File: src/rtl/branch_resolve_unit.sv
// Execute-stage branch resolution: compares rs1/rs2, picks target or fall-through,
// checks the front-end prediction and holds the result in a single-entry output register.
module branch_resolve_unit #(
    parameter int XLEN = 32,
    parameter int OPW  = 4,
    parameter int CNTW = 16
) (
    input  logic            clk,
    input  logic            rst,
    input  logic            in_valid,
    output logic            in_ready,
    input  logic [OPW-1:0]  in_op,
    input  logic [XLEN-1:0] in_rs1,
    input  logic [XLEN-1:0] in_rs2,
    input  logic [XLEN-1:0] in_pc,
    input  logic [XLEN-1:0] in_imm,
    input  logic            in_pred_taken,
    output logic            out_valid,
    input  logic            out_ready,
    output logic            out_taken,
    output logic [XLEN-1:0] out_next_pc,
    output logic            out_mispredict,
    output logic            out_misalign,
    output logic            out_illegal,
    input  logic            flush,
    input  logic            clear_stats,
    output logic [CNTW-1:0] stat_branches,
    output logic [CNTW-1:0] stat_mispredicts
);

    // Branch op encodings follow the RV32I funct3 values.
    localparam logic [OPW-1:0] EXE_BEQ_OP  = OPW'(0);
    localparam logic [OPW-1:0] EXE_BNE_OP  = OPW'(1);
    localparam logic [OPW-1:0] EXE_BLT_OP  = OPW'(4);
    localparam logic [OPW-1:0] EXE_BGE_OP  = OPW'(5);
    localparam logic [OPW-1:0] EXE_BLTU_OP = OPW'(6);
    localparam logic [OPW-1:0] EXE_BGEU_OP = OPW'(7);

    localparam logic [CNTW-1:0] CNT_MAX = {CNTW{1'b1}};

    typedef enum logic {S_EMPTY, S_FULL} state_e;

    state_e state_q, state_d;

    logic            accept, complete;
    logic            eq, lt_s, lt_u;
    logic            res_taken, res_illegal, res_misalign, res_mispredict;
    logic [XLEN-1:0] res_target, res_fall, res_next_pc;

    logic            taken_q, mispredict_q, misalign_q, illegal_q;
    logic [XLEN-1:0] next_pc_q;
    logic [CNTW-1:0] stat_br_q, stat_br_d, stat_mp_q, stat_mp_d;

    // ---------------- combinational resolve ----------------
    assign eq   = (in_rs1 == in_rs2);
    assign lt_s = ($signed(in_rs1) < $signed(in_rs2));
    assign lt_u = (in_rs1 < in_rs2);

    always_comb begin
        res_taken   = 1'b0;
        res_illegal = 1'b0;
        case (in_op)
            EXE_BEQ_OP:  res_taken = eq;
            EXE_BNE_OP:  res_taken = !eq;
            EXE_BLT_OP:  res_taken = lt_s;
            EXE_BGE_OP:  res_taken = !lt_s;
            EXE_BLTU_OP: res_taken = lt_u;
            EXE_BGEU_OP: res_taken = !lt_u;
            default:     res_illegal = 1'b1;
        endcase
    end

    assign res_target     = in_pc + in_imm;
    assign res_fall       = in_pc + XLEN'(4);
    assign res_next_pc    = res_taken ? res_target : res_fall;
    assign res_misalign   = res_taken && (res_target[1:0] != 2'b00);
    assign res_mispredict = (res_taken != in_pred_taken) || res_misalign;

    // ---------------- handshake FSM ----------------
    assign accept   = in_valid && in_ready;
    // A flushed result is dropped, never counted as completed.
    assign complete = out_valid && out_ready && !flush;

    always_ff @(posedge clk) begin
        if (rst) state_q <= S_EMPTY;
        else     state_q <= state_d;
    end

    always_comb begin
        state_d = state_q;
        case (state_q)
            S_EMPTY: if (accept) state_d = S_FULL;
            S_FULL:  if (flush || (complete && !accept)) state_d = S_EMPTY;
            default: state_d = S_EMPTY;
        endcase
    end

    always_comb begin
        out_valid = (state_q == S_FULL);
        in_ready  = (!out_valid || out_ready) && !flush && !rst;
    end

    // ---------------- result register ----------------
    always_ff @(posedge clk) begin
        if (rst) begin
            taken_q      <= 1'b0;
            next_pc_q    <= '0;
            mispredict_q <= 1'b0;
            misalign_q   <= 1'b0;
            illegal_q    <= 1'b0;
        end else if (accept) begin
            taken_q      <= res_taken;
            next_pc_q    <= res_next_pc;
            mispredict_q <= res_mispredict;
            misalign_q   <= res_misalign;
            illegal_q    <= res_illegal;
        end
    end

    assign out_taken      = taken_q;
    assign out_next_pc    = next_pc_q;
    assign out_mispredict = mispredict_q;
    assign out_misalign   = misalign_q;
    assign out_illegal    = illegal_q;

    // ---------------- saturating statistics ----------------
    always_comb begin
        stat_br_d = stat_br_q;
        stat_mp_d = stat_mp_q;
        if (clear_stats) begin
            stat_br_d = '0;
            stat_mp_d = '0;
        end else if (complete) begin
            if (stat_br_q != CNT_MAX) stat_br_d = stat_br_q + CNTW'(1);
            if (mispredict_q && (stat_mp_q != CNT_MAX)) stat_mp_d = stat_mp_q + CNTW'(1);
        end
    end

    always_ff @(posedge clk) begin
        if (rst) begin
            stat_br_q <= '0;
            stat_mp_q <= '0;
        end else begin
            stat_br_q <= stat_br_d;
            stat_mp_q <= stat_mp_d;
        end
    end

    assign stat_branches    = stat_br_q;
    assign stat_mispredicts = stat_mp_q;

endmodule

File: config.mk
export PLATFORM = sky130hd
export DESIGN_NAME = branch_resolve_unit
export DESIGN_NICKNAME = d
export VERILOG_FILES = /design/src/rtl/branch_resolve_unit.sv
export SDC_FILE = /design/constraint.sdc
export NUM_CORES = 1
export LEC_CHECK = 0
export CELL_PAD_IN_SITES_DETAIL_PLACEMENT = 1
export CELL_PAD_IN_SITES_GLOBAL_PLACEMENT = 2
export CORE_ASPECT_RATIO = 1.2
export CORE_MARGIN = 4
export CORE_UTILIZATION = 27
export CTS_BUF_LIST = sky130_fd_sc_hd__clkbuf_8 sky130_fd_sc_hd__clkbuf_16
export CTS_CLUSTER_DIAMETER = 80
export CTS_CLUSTER_SIZE = 25
export DETAILED_ROUTE_END_ITERATION = 10
export PLACE_DENSITY = 0.87
export SETUP_SLACK_MARGIN = 0.2
export SYNTH_ARGS = -nofsm -noshare
export SYNTH_HDL_FRONTEND = slang
export SYNTH_SLANG_ARGS = --single-unit
File: constraint.sdc
create_clock -name clk -period 6.85 [get_ports clk]
set_clock_uncertainty 0.1 [all_clocks]
set_input_delay 1.37 -clock clk [delete_from_list [all_inputs] [get_ports clk]]
set_output_delay 1.37 -clock clk [all_outputs]
set_load 0.05 [all_outputs]
==> impl_metrics.toml <==
[clock_network]
clkLatencyLatePin_ns = 0.34
clk_pin_slew_ns = 0.06
root_buffer = "clkbuf_16"
ctsHoldBuffers = 0
cts_resized = 0
postCtsSetupBuffers = 0
cts_tree = "yes"
cts_htree_levels = 3
clock_sinks = 69
clk_path_buf_depth = 2
numCtsBuffers = 9

[detailed_routing]
drt_iter0_drc = 167
first_pass_iters = 4
vias_per_cell = 5.00
drc = 0
wl_per_cell_um = 16.8
ant_nets = 0
finalWirelength_um = 20500
via_count = 6105

[cells_and_area]
fin_nets = 1153
fill_cells = 2518
diodes = 0
final_cell_area_um2 = 8450
drive_gt1_share_pct = 2.94
final_util_pct = 40.4
syn_to_final_growth_pct = 47.4

[timing]
worst_pin_slew_ns = 0.727
hold_viol_final = 0
finalCriticalPeriod_ns = 4.88
worst_hold_slack_ns = 0.342
rsz0062_at_grt = "no"
maxSlewHeadroom_pct = 51.3
fin_tns_setup_ns = 0
drv_slew = 0
max_freq_ghz = 0.205
post-route-period-util_pct = 71.3
setup_viol = 0

[worst_setup_path]
cp.arrival_ns = 3.41
cp_max_fo = 14
required_ns = 5.38
critPathKind = "input port to primary output"
worst_setup_path_start_kind = "input port"
r2r-start = "stat_mispredicts[0]$_SDFFE_PP0P_"
crit_path_start = "rst"
end_kind = "primary output"

[global_route]
track_usage_pct = 17.0
grt_pass1_wl_um = 32800
grt_pass1_vias = 6419
grt_max_degree = 36
grt_overflow = 0
antenna_found_initial = 0

[worst_hold_path]
min_from = "out_taken$_SDFFE_PP0P_"
hold_class = "flop to flop"

[synthesis]
syn_area_um2 = 5730
synthFlopType = "dfxtp_1"
synth_compound_gate_area_share_pct = 20.8
ys_warn_count = 0
synth.net_count = 951
yosys.area_share.simple_pct = 23.2
netlist_instances = 745
synthDistinctLibCells = 56
ys_seq_area_share_pct = 24.1
synth.area.top_cells = "dfxtp_1 (24%), ha_1 (14%), xnor2_1 (6.4%), xor2_1 (5.7%), nor2_1 (5.5%)"
synth_top_family_by_area = "simple AND/OR/NAND/NOR gates"
synth-seq-cells = 69
synth_xor_area_share_pct = 12.1
synthDominantCellAreaShare_pct = 24.1
yosys.area_share.adder_pct = 14.8
synthMuxAreaShare_pct = 0.873
async_flop_share_pct = 0
synth_top_area_cell = "dfxtp_1"
syn_avg_cell_area_um2 = 7.70
synth-edff-count = 0

[placement]
dp_hpwl_um = 16800
io_buffer_count = 208
place_congestion = 0.868
place_area_um2 = 8100

[floorplanning]
start_util_pct = 27.4
rows = 58
die_area_um2 = 23600
core-area_um2 = 20900
die_x_um = 141
fp.dieH_um = 168
pin_count = 209

[pwr]
ir_drop_v = 0.000122
leakage_nw = 3.29
power_mw = 1.41
p_per_area_nw_per_um2 = 167

[status]
outcome = "finished, final reports clean"

[flow_run]
maxCapViolCount = 0
area by class of cell:
type	count	area (µm²)	share of cell area (%)
clock buffers	9	225	2.67
clock inverters	7	121	1.44
inverters	43	161	1.91
multi-input cells	613	4120	48.7
flip-flops and latches	69	1380	16.3
well taps	270	338	4.00
repair buffers	211	2100	24.9
logic make-up (layout without fill, tap and decap cells):
| kind of cell | after synthesis | in the layout |
|---|---|---|
| xor gates and xnor gates | 79 | 79 |
| adders and majority gates | 67 | 67 |
| muxes | 5 | 5 |
| AOI/OAI and AO/OA | 186 | 186 |
| buffers and inverters | 63 | 270 |
| DFF | 69 | 69 |
| and+or+nand+nor | 276 | 276 |
cells in the final DEF, fill, tap and decap left out, drive strengths merged, types with 5 or more instances in the layout:
| master | netlist | layout |
|---|---|---|
| xnor2 | 42 | 42 |
| inv | 43 | 44 |
| o211ai | 9 | 9 |
| dfxtp | 69 | 69 |
| nand2b | 5 | 5 |
| nor3 | 17 | 17 |
| a21o | 14 | 14 |
| and4 | 10 | 10 |
| nor2 | 84 | 84 |
| nand2 | 62 | 62 |
| o21ai | 52 | 52 |
| a21oi | 52 | 52 |
| nand4 | 21 | 21 |
| nand3 | 36 | 36 |
| a22oi | 7 | 7 |
| xor2 | 37 | 37 |
| clkbuf | 16 | 9 |
| ha | 66 | 66 |
| nor2b | 6 | 6 |
| and3 | 10 | 10 |
| clkdlybuf4s50 | 0 | 208 |
| a211oi | 9 | 9 |
| a31oi | 7 | 7 |
| o21a | 7 | 7 |
| mux2i | 5 | 5 |
| or3 | 10 | 10 |
per-layer routing:
metal,vias to the layer above,routed length [µm],GRT usage (%)
met4,0,422,4.76
met3,24,751,2.46
met1,2872,8670,20.2
met5,-,0,0
li1,3081,-,-
met2,128,10600,31.7
power breakdown:
group / leakage, nW / internal (mW) / total [mW] / switching (mW)
registers: 0.560 / 0.415 / 0.425 / 0.00983
logic: 2.56 / 0.201 / 0.436 / 0.235
clock network: 0.170 / 0.358 / 0.551 / 0.194
state kept, by name (all words and copies together) (netlist names):
register	cells
out_illegal	1
out_taken	1
out_mispredict	1
out_next_pc	32
out_valid	1
stat_mispredicts	16
stat_branches	16
out_misalign	1
synth_stat cells (all sizes together), types with 2 or more instances:
cell type / number
a211o: 3
nor4: 3
nor3b: 2
o31ai: 2
dfxtp: 69
a221o: 2
o211ai: 9
or2: 3
and2: 3
a22oi: 7
clkbuf: 16
or4: 3
inv: 43
a311oi: 2
o21a: 7
and4: 10
o21bai: 3
nand4: 21
xnor2: 42
or3: 10
a221oi: 3
a211oi: 9
o21ai: 52
nand2b: 5
nand2: 62
mux2i: 5
nor2: 84
nor3: 17
a21oi: 52
a21o: 14
xor2: 37
buf: 4
a21boi: 2
a31oi: 7
and3: 10
nand3: 36
ha: 66
nor2b: 6
worst paths after layout:
path                                       endpoint  slack [ns]  cells after the start
setup / recovery                           in_ready        1.97                      3
hold / removal               out_taken$_SDFFE_PP0P_        0.34                      2
hold reg to reg              out_taken$_SDFFE_PP0P_        0.34                      2
setup reg to reg  stat_mispredicts[10]$_SDFFE_PP0P_        4.32                     10
metrics by stage:
| stage | setup WS [ns] | cells |
|---|---|---|
| 3_5_place_dp | 1.75 | 1206 |
| 6_report | 1.97 | 1222 |
| 4_1_cts | 1.93 | 1222 |
| 2_1_floorplan | 2.83 | 745 |
| 5_1_grt | 1.81 | 1222 |
| 3_3_place_gp | 1.87 | 1206 |
worst max-delay path: stages:
cell	delay, ns
clkdlybuf4s50_1	0.74
nor3_1	0.43
clkdlybuf4s50_1	0.87
Note: power is estimated with default switching activity, not from simulation.
